`config.mk`:
```
export PLATFORM = sky130hd
export DESIGN_NAME = pll_lock_ctrl_flat
export DESIGN_NICKNAME = d
export VERILOG_FILES = /design/src/rtl/pll_lock_ctrl_pkg.sv /design/src/rtl/pll_lock_ctrl_if.sv /design/src/rtl/pll_lock_ctrl_sync_2ff.sv /design/src/rtl/pll_lock_ctrl.sv /design/src/flat_wrapper.sv
export SDC_FILE = /design/constraint.sdc
export NUM_CORES = 1
export LEC_CHECK = 0
export BUFFER_PORTS_ARGS = -buffer_cell sky130_fd_sc_hd__buf_2
export CELL_PAD_IN_SITES_DETAIL_PLACEMENT = 2
export CELL_PAD_IN_SITES_GLOBAL_PLACEMENT = 2
export CORE_UTILIZATION = 40
export DETAILED_ROUTE_END_ITERATION = 7
export PLACE_DENSITY = 0.86
export SKIP_CTS_REPAIR_TIMING = 1
export SLEW_MARGIN = 20
export SYNTH_ARGS = -nofsm -noshare
export SYNTH_HDL_FRONTEND = slang
export SYNTH_SLANG_ARGS = --single-unit
```
`constraint.sdc`:
```
create_clock -name clk_in0 -period 4.8 [get_ports clk_in0]
set_clock_uncertainty 0.1 [all_clocks]
set_input_delay 0.96 -clock clk_in0 [delete_from_list [all_inputs] [get_ports clk_in0]]
set_output_delay 0.96 -clock clk_in0 [all_outputs]
set_load 0.03 [all_outputs]
```
`src/rtl/pll_lock_ctrl_pkg.sv`:
```
// pll_lock_ctrl_pkg: state encoding, relock counter width and
// a width helper shared by the PLL reset/lock sequencer files.
package pll_lock_ctrl_pkg;

  localparam int RELOCK_W = 8;

  typedef enum logic [2:0] {
    S_RESET_PLL = 3'd0,
    S_WAIT_LOCK = 3'd1,
    S_STABLE    = 3'd2,
    S_RELEASE   = 3'd3,
    S_RUN       = 3'd4,
    S_FAULT     = 3'd5
  } state_e;

  function automatic int max4(
    input int a,
    input int b,
    input int c,
    input int d
  );
    int m;
    m = a;
    if (b > m) m = b;
    if (c > m) m = c;
    if (d > m) m = d;
    return m;
  endfunction

endpackage

```
`src/rtl/pll_lock_ctrl_if.sv`:
```
// pll_lock_ctrl_if: PLL-side and system-side signals of the sequencer.
// master = sequencer (drives resets/status), slave = PLL + system.
interface pll_lock_ctrl_if;
  import pll_lock_ctrl_pkg::*;

  logic                pll_locked;
  logic                restart;
  logic                pll_reset;
  logic                sys_rst_n;
  logic                ready;
  logic                fault;
  logic [RELOCK_W-1:0] relock_cnt;

  modport master (
    input  pll_locked,
    input  restart,
    output pll_reset,
    output sys_rst_n,
    output ready,
    output fault,
    output relock_cnt
  );

  modport slave (
    output pll_locked,
    output restart,
    input  pll_reset,
    input  sys_rst_n,
    input  ready,
    input  fault,
    input  relock_cnt
  );
endinterface

```
`src/rtl/pll_lock_ctrl_sync_2ff.sv`:
```
// sync_2ff: 1-bit two-flop synchroniser, async active-low reset to 0.
// Ports: clk_i, rst_ni, d_i (async in), q_o (synced, 2-cycle latency).
module sync_2ff (
  input  logic clk_i,
  input  logic rst_ni,
  input  logic d_i,
  output logic q_o
);
  logic s1_q;
  logic s2_q;

  always_ff @(posedge clk_i or negedge rst_ni) begin
    if (!rst_ni) begin
      s1_q <= 1'b0;
      s2_q <= 1'b0;
    end else begin
      s1_q <= d_i;
      s2_q <= s1_q;
    end
  end

  assign q_o = s2_q;
endmodule

```
`src/rtl/pll_lock_ctrl.sv`:
```
// pll_lock_ctrl: PLL reset pulse, lock qualification, retry/fault and
// sys_rst_n release. Ports: clk_in0, reset_n, bus (pll_lock_ctrl_if.master).
module pll_lock_ctrl
  import pll_lock_ctrl_pkg::*;
#(
  parameter int RST_PULSE_CYC    = 16,
  parameter int LOCK_TIMEOUT_CYC = 65536,
  parameter int LOCK_STABLE_CYC  = 1024,
  parameter int RELEASE_DLY_CYC  = 64,
  parameter int MAX_RETRIES      = 4
) (
  input  logic           clk_in0,
  input  logic           reset_n,
  pll_lock_ctrl_if.master bus
);

  localparam int CNT_W = $clog2(max4(RST_PULSE_CYC, LOCK_TIMEOUT_CYC,
                                     LOCK_STABLE_CYC, RELEASE_DLY_CYC)) + 1;
  localparam int RET_W = $clog2(MAX_RETRIES + 2);

  localparam logic [CNT_W-1:0] RST_LAST = CNT_W'(RST_PULSE_CYC - 1);
  localparam logic [CNT_W-1:0] TO_LAST  = CNT_W'(LOCK_TIMEOUT_CYC - 1);
  localparam logic [CNT_W-1:0] ST_LAST  = CNT_W'(LOCK_STABLE_CYC - 1);
  localparam logic [CNT_W-1:0] REL_LAST = CNT_W'(RELEASE_DLY_CYC - 1);
  localparam logic [RET_W-1:0] RET_MAX  = RET_W'(MAX_RETRIES);

  logic                locked_s;
  state_e              state_q, state_d;
  logic [CNT_W-1:0]    cnt_q, cnt_d;
  logic [RET_W-1:0]    retries_q, retries_d;
  logic [RELOCK_W-1:0] relock_q, relock_d;
  logic                pll_reset_q;
  logic                sys_rst_n_q;
  logic                ready_q;
  logic                fault_q;
  logic                fail;

  sync_2ff u_sync (
    .clk_i  (clk_in0),
    .rst_ni (reset_n),
    .d_i    (bus.pll_locked),
    .q_o    (locked_s)
  );

  always_comb begin
    state_d   = state_q;
    cnt_d     = cnt_q;
    retries_d = retries_q;
    relock_d  = relock_q;
    fail      = 1'b0;
    if (bus.restart) begin
      state_d   = S_RESET_PLL;
      cnt_d     = '0;
      retries_d = '0;
    end else begin
      case (state_q)
        S_RESET_PLL: begin
          if (cnt_q == RST_LAST) begin
            state_d = S_WAIT_LOCK;
            cnt_d   = '0;
          end else begin
            cnt_d = cnt_q + CNT_W'(1);
          end
        end
        S_WAIT_LOCK: begin
          if (locked_s) begin
            state_d = S_STABLE;
            cnt_d   = '0;
          end else if (cnt_q == TO_LAST) begin
            fail = 1'b1;
          end else begin
            cnt_d = cnt_q + CNT_W'(1);
          end
        end
        S_STABLE: begin
          if (!locked_s) begin
            fail = 1'b1;
          end else if (cnt_q == ST_LAST) begin
            state_d = S_RELEASE;
            cnt_d   = '0;
          end else begin
            cnt_d = cnt_q + CNT_W'(1);
          end
        end
        S_RELEASE: begin
          if (!locked_s) begin
            state_d   = S_RESET_PLL;
            cnt_d     = '0;
            retries_d = '0;
          end else if (cnt_q == REL_LAST) begin
            state_d   = S_RUN;
            cnt_d     = '0;
            retries_d = '0;
          end else begin
            cnt_d = cnt_q + CNT_W'(1);
          end
        end
        S_RUN: begin
          if (!locked_s) begin
            state_d   = S_RESET_PLL;
            cnt_d     = '0;
            retries_d = '0;
            if (relock_q != '1) relock_d = relock_q + RELOCK_W'(1);
          end
        end
        S_FAULT: ;
        default: begin
          state_d   = S_RESET_PLL;
          cnt_d     = '0;
          retries_d = '0;
        end
      endcase
      // A failed attempt either retries with a fresh pulse or gives up.
      if (fail) begin
        cnt_d = '0;
        if (retries_q == RET_MAX) begin
          state_d = S_FAULT;
        end else begin
          state_d   = S_RESET_PLL;
          retries_d = retries_q + RET_W'(1);
        end
      end
    end
  end

  // Outputs are decoded from the next state so they change on the
  // same edge as the state itself.
  always_ff @(posedge clk_in0 or negedge reset_n) begin
    if (!reset_n) begin
      state_q     <= S_RESET_PLL;
      cnt_q       <= '0;
      retries_q   <= '0;
      relock_q    <= '0;
      pll_reset_q <= 1'b1;
      sys_rst_n_q <= 1'b0;
      ready_q     <= 1'b0;
      fault_q     <= 1'b0;
    end else begin
      state_q     <= state_d;
      cnt_q       <= cnt_d;
      retries_q   <= retries_d;
      relock_q    <= relock_d;
      pll_reset_q <= (state_d == S_RESET_PLL) || (state_d == S_FAULT);
      sys_rst_n_q <= (state_d == S_RUN);
      ready_q     <= (state_d == S_RUN);
      fault_q     <= (state_d == S_FAULT);
    end
  end

  assign bus.pll_reset  = pll_reset_q;
  assign bus.sys_rst_n  = sys_rst_n_q;
  assign bus.ready      = ready_q;
  assign bus.fault      = fault_q;
  assign bus.relock_cnt = relock_q;

endmodule

```
`src/flat_wrapper.sv`:
```
// flat-port wrapper written by rule: the top's interface ports become plain ports
module pll_lock_ctrl_flat import pll_lock_ctrl_pkg::*;
#(
  parameter int RST_PULSE_CYC    = 16,
  parameter int LOCK_TIMEOUT_CYC = 65536,
  parameter int LOCK_STABLE_CYC  = 1024,
  parameter int RELEASE_DLY_CYC  = 64,
  parameter int MAX_RETRIES      = 4
)
  (clk_in0, reset_n, bus_pll_locked, bus_restart, bus_pll_reset, bus_sys_rst_n, bus_ready, bus_fault, bus_relock_cnt);
  pll_lock_ctrl_if bus_i ();
  input  logic clk_in0;
  input  logic reset_n;
  input wire logic [$bits(bus_i.pll_locked)-1:0] bus_pll_locked;
  input wire logic [$bits(bus_i.restart)-1:0] bus_restart;
  output wire logic [$bits(bus_i.pll_reset)-1:0] bus_pll_reset;
  output wire logic [$bits(bus_i.sys_rst_n)-1:0] bus_sys_rst_n;
  output wire logic [$bits(bus_i.ready)-1:0] bus_ready;
  output wire logic [$bits(bus_i.fault)-1:0] bus_fault;
  output wire logic [$bits(bus_i.relock_cnt)-1:0] bus_relock_cnt;
  assign bus_i.pll_locked = bus_pll_locked;
  assign bus_i.restart = bus_restart;
  assign bus_pll_reset = bus_i.pll_reset;
  assign bus_sys_rst_n = bus_i.sys_rst_n;
  assign bus_ready = bus_i.ready;
  assign bus_fault = bus_i.fault;
  assign bus_relock_cnt = bus_i.relock_cnt;
  pll_lock_ctrl #(.RST_PULSE_CYC(RST_PULSE_CYC), .LOCK_TIMEOUT_CYC(LOCK_TIMEOUT_CYC), .LOCK_STABLE_CYC(LOCK_STABLE_CYC), .RELEASE_DLY_CYC(RELEASE_DLY_CYC), .MAX_RETRIES(MAX_RETRIES)) u_core (.clk_in0(clk_in0), .reset_n(reset_n), .bus(bus_i));
endmodule
```
Word-level counts from Yosys, hierarchy flattened:

Cells that the tools add are included.

* multiplexer cells: 34
* add/subtract/negate cells: 3
* equal/unequal tests: 17
* bitwise operators: 2
* reduce and logical (&&, ||, !) cells: 6

Operators with widths (count)
* $mux W17: 10
* $pmux W17 S6: 1
* $mux W3: 16
* $pmux W3 S6: 1
* $add A17 B1 Y17 const B: 1
* $eq A17 B10 Y1 const B: 1
* $eq A17 B16 Y1 const B: 1
* $eq A17 B4 Y1 const B: 1
* $eq A17 B6 Y1 const B: 1
* $eq A3 B3 Y1 const B: 5
* $pmux W3 S3: 1
* $add A8 B1 Y8 const B: 1
* $ne A4 B3 Y1 const B: 2
* $ne A8 B8 Y1 const B: 1
* $reduce_and A4 Y1: 2
* $eq A3 B2 Y1 const B: 2
* $logic_not A3 Y1: 2
* $ne A5 B5 Y1 const B: 1
* $mux W1: 4
* $reduce_or A4 Y1: 1
* $add A3 B1 Y3 const B: 1
* $eq A3 B1 Y1 const B: 1
* $ne A3 B2 Y1 const B: 1
* $not A1 Y1: 2
* other kinds (2): 2

* word-level logic and storage cells: 71
* bits in registers: 36
* output and inout bits: 12

Longest topological paths before layout:

* depth after elaboration: 9
* depth in mapped cells: 13
* gate-level depth less buffers: 13

Hierarchy:

A second synthesis with hierarchy kept.

* cell total of the unflattened synthesis: 215
* area total of the unflattened synthesis: 2047.0 sq um

Modules (own cells, without submodules)
* pll_lock_ctrl: cells an instance 213, area an instance 1996.9 sq um, times used 1
* sync_2ff: cells an instance 2, area an instance 50.0 sq um, times used 1

Worst setup path after synthesis:

Ideal clock, no wire load.

* path kind: register to register
* start point: register u_core.cnt_q[0]
* end point: register u_core.pll_reset_q (netlist: u_core.bus.pll_reset)
* data required time: 4.616 ns
* setup time: 0.084 ns
* setup slack: 2.038 ns
* buffers on the path: 0
* cell stages (with the launch flop): 14
* arrival time: 2.578 ns
* period minus slack after synthesis: 2.762 ns
* cells stage by stage: dfrtp_1 > ha_1 > and3_1 > nand4_2 > or2_1 > nor2_1 > and3_1 > ha_1 > nand3b_1 > a211oi_2 > nor2_1 > nand2b_1 > nor3_2 > nor3b_1

* longest elaborated chain between the ends: 9

RTL lines
* start: declaration: line pll_lock_ctrl.sv:29 `logic [CNT_W-1:0] cnt_q, cnt_d;`
* start signal: assignment: line pll_lock_ctrl.sv:140 `cnt_q <= cnt_d;`
* $eq A17 B16 Y1: line pll_lock_ctrl.sv:69 `end else if (cnt_q == TO_LAST) begin`
* $mux W1: line pll_lock_ctrl.sv:69
* $mux W1: line pll_lock_ctrl.sv:66 `if (locked_s) begin`
* $pmux W1 S2: line pll_lock_ctrl.sv:56 `case (state_q)`
* $mux W1: line pll_lock_ctrl.sv:51 `if (bus.restart) begin`
* $mux W3 (*): line pll_lock_ctrl.sv:114 `if (fail) begin`
* $mux W3 (*): line pll_lock_ctrl.sv:51
* $eq A3 B3 Y1 / $logic_not A3 Y1 (equally long branches): line pll_lock_ctrl.sv:143 `pll_reset_q <= (state_d == S_RESET_PLL) || (state_d == S_FAULT);`
* $logic_or A1 B1 Y1 (*): line pll_lock_ctrl.sv:143
* end signal: assignment: line pll_lock_ctrl.sv:143
* end: declaration: line pll_lock_ctrl.sv:32 `logic pll_reset_q;`

Every way passes the cells marked *; elsewhere a longest branch is shown, timed or not. The select of a mux whose other input is x is not followed.
A chain may end at the register's enable or synchronous reset.

Final worst setup path:

Same ends and word-level chain as after synthesis.

==> results.cfg <==
[status]
status = finished clean

[worst_setup_path]
regToRegStartpoint = u_core.cnt_q[0]
required_ns = 4.91
r2r-end = u_core.bus.pll_reset
critPathCaptureType = flip-flop
worst-setup-path-type = flip-flop to flip-flop
r2r_setup_slack_ns = 1.44
worstRegToRegCells = 13
crit_arrival_ns = 3.46
crit_fanout = 7
worst_setup_path_start_kind = flip-flop

[detailed_routing]
met2WireLength_um = 3030
routed_wl_um = 5940
drc = 0
firstDrtPassIters = 4
wire_per_inst_um = 19.2
wl_met3_um = 103
wl_met1_um = 2670
dr.first_iter.drc_count = 80
route.vias.total = 1765
antenna_left = 0
top_layer = met4
viasPerCell = 5.71

[logic_synthesis]
synth_edf_count = 0
ys_ff_latch = 36
yosysSeqAreaShare_pct = 42.9
ys_types = 56
synthArstFlopShare_pct = 100
netlist_instances = 224
synth_area_per_cell_sq_um = 9.38
synth_ff_type = dfrtp_1
synth.net_count = 233
synth_area_sq_mm = 0.00210
yosysWarnings = 0

[global_route]
grt_pass1_wl_um = 9770
antenna_found_initial = 0
overflow = 0
grt_pass1_vias = 1911
grt_max_degree = 37
grt_usage_pct = 23.9

[cts]
clkSlewWorstSetupHoldPaths_ns = 0.08
clk_latency_ns = 0.30
clk_path_buf_depth = 2
tritoncts = done
cts.sinks = 36
numCtsBuffers = 5
clockRootBuffer = clkbuf_8
htree_levels = 2

[power_and_ir_drop]
p_per_area_mw_per_mm2 = 245
leakage_nw = 1.06
ir_drop_v = 0.0000992

[floorplan]
initial_core_util_pct = 41.4
rows = 26
die_area_sq_mm = 0.00555
io_pins = 16
core_sq_mm = 0.00507
die_y_um = 74.5
die_x_um = 74.5

[sta]
worst_slew_pin_slew_ns = 0.830
setup_tns_ns = 0
period_share_pct = 69.9
layout_setup_ws_ns = 1.44
fmax_ghz = 0.298
period_minus_slack_ns = 3.36
rsz0062_at_grt = false
hold_viol_final = 0
maxSlewViolCount = 0
slew_headroom_pct = 44.6
setup_viol = 0

[place]
port_buffers = 15
dpl_worst_slack_ns = 1.50
gp_congestion = 0.752
hpwl_um = 4150

[finish]
drive_gt1_share_pct = 18.4
nNetsFinal = 247
antennaDiodeCount = 0
synthToLayoutAreaGrowth_pct = 10.1

[min_path]
min_from = u_core.u_sync.s1_q
holdPathStages = 0
hold_end = u_core.u_sync.q_o
hp-class = flip-flop to flip-flop

[flow_run]
maxCapViolCount = 0
## power breakdown
group | internal, mW | leakage [nW] | switching (mW)
Combinational | 0.00724 | 0.526 | 0.0192
Sequential | 0.308 | 0.491 | 0.00652
Clock | 0.117 | 0.0445 | 0.110
Total | 0.432 | 1.06 | 0.136
## state kept, by name (all words and copies together), names as in the netlist
name / flops
u_core.bus.relock_cnt: 8
u_core.bus.fault: 1
u_core.cnt_q: 17
u_core.state_q: 3
u_core.bus.sys_rst_n: 1
u_core.u_sync.s1_q: 1
u_core.bus.pll_reset: 1
u_core.u_sync.q_o: 1
u_core.retries_q: 3
## Yosys cell counts (2+ instances only)
library cell / n / area share, %
o211ai_1: 6 / 2.1
and2_1: 8 / 2.4
xor2_1: 3 / 1.3
o2111ai_1: 4 / 1.7
a21oi_1: 4 / 0.95
a21o_1: 2 / 0.71
buf_2: 5 / 1.2
nor3_1: 3 / 0.71
nor4_1: 2 / 0.60
nand2_1: 35 / 6.3
nor2_1: 22 / 3.9
and3_1: 3 / 0.89
o21ai_0: 5 / 1.2
and4_1: 2 / 0.83
a31oi_1: 2 / 0.60
nand2b_1: 5 / 1.5
o221ai_1: 8 / 3.3
xnor2_1: 5 / 2.1
or2_2: 4 / 1.2
nand3b_1: 2 / 0.71
inv_1: 9 / 1.6
ha_1: 5 / 3.0
nand4_1: 5 / 1.5
nand3_1: 6 / 1.4
clkbuf_1: 2 / 0.36
nor3_2: 2 / 0.95
buf_4: 2 / 0.71
dfrtp_1: 35 / 42
## cells in the final DEF, fill, tap and decap left out, types with 2 or more instances in the layout
cell type and count:
and4_1 2, o211ai_1 6, ha_1 5, nand2b_1 5
nor3_1 3, a21o_1 2, xnor2_1 5, nand4_1 5
buf_4 2, a21oi_1 4, nor2_1 22, nand3b_1 2
clkbuf_8 6, o221ai_1 8, inv_1 9, nand2_1 35
o2111ai_1 4, dfrtp_1 35, o21ai_0 5, a31oi_1 2
and3_1 3, nor3_2 2, and2_1 8, xor2_1 3
or2_2 4, nand3_1 6, buf_2 15, nor4_1 2
## logic make-up after synthesis
family | after synthesis | share of synthesized area [%]
AND/OR/NAND/NOR | 111 | 28.8
AO/OA/AOI/OAI | 44 | 17.0
flip-flops | 36 | 42.9
buffers and inverters | 19 | 4.41
XOR/XNOR | 8 | 3.34
adder cells (fa/ha/maj) | 5 | 2.98
multiplexers | 1 | 0.536
## critical path: stages (launching register included)
cell and delay (ns):
dfrtp_1 0.40, ha_1 0.24, and3_1 0.26, nand4_2 0.18, or2_1 0.30, nor2_1 0.19
and3_1 0.20, ha_1 0.16, nand3b_1 0.16, a211oi_2 0.45, nor2_1 0.16, nand2b_1 0.16
nor3_2 0.06, nor3b_1 0.23
## per-layer routing
layer | up-vias | GRT usage [%]
li1 | 835 | -
met1 | 901 | 29.8
met2 | 17 | 41.5
met3 | 12 | 4.20
met4 | 0 | 8.39
met5 | - | 0
## cell type report
type                    count  area [sq um]
multi-input cells         169          1110
fillers                   572          2760
repair buffers             17          90.1
flip-flops and latches     36           902
clock buffers               7          86.3
well taps                  70          87.6
inverters                   9          33.8
clock inverters             1          7.51
## stage by stage
stage | cells | power (mW) | util, % | cell area (sq um) | hold WS (ns)
floorplan | 224 | 0.333 | - | 2100 | 0.231
global placement | 301 | 0.345 | 43.7 | 2220 | 0.235
detailed placement | 301 | 0.347 | 43.7 | 2220 | 0.260
CTS | 309 | 0.577 | 45.6 | 2310 | 0.279
global route | 309 | 0.591 | 45.6 | 2310 | 0.285
finish | 309 | 0.568 | 45.6 | 2310 | 0.272
## worst max-delay path by stage
stage	startpoint	end	slack, ns	cells past startpoint
global placement	u_core.cnt_q[0]	u_core.bus.pll_reset	1.76	13
finish	u_core.cnt_q[0]	u_core.bus.pll_reset	1.44	13
global route	u_core.cnt_q[0]	u_core.bus.pll_reset	1.14	13
detailed placement	u_core.cnt_q[0]	u_core.bus.pll_reset	1.50	13
CTS	u_core.cnt_q[0]	u_core.bus.pll_reset	1.44	13
floorplan	u_core.cnt_q[0]	u_core.bus.pll_reset	2.04	13
Note: power is estimated with default switching activity, not from simulation.
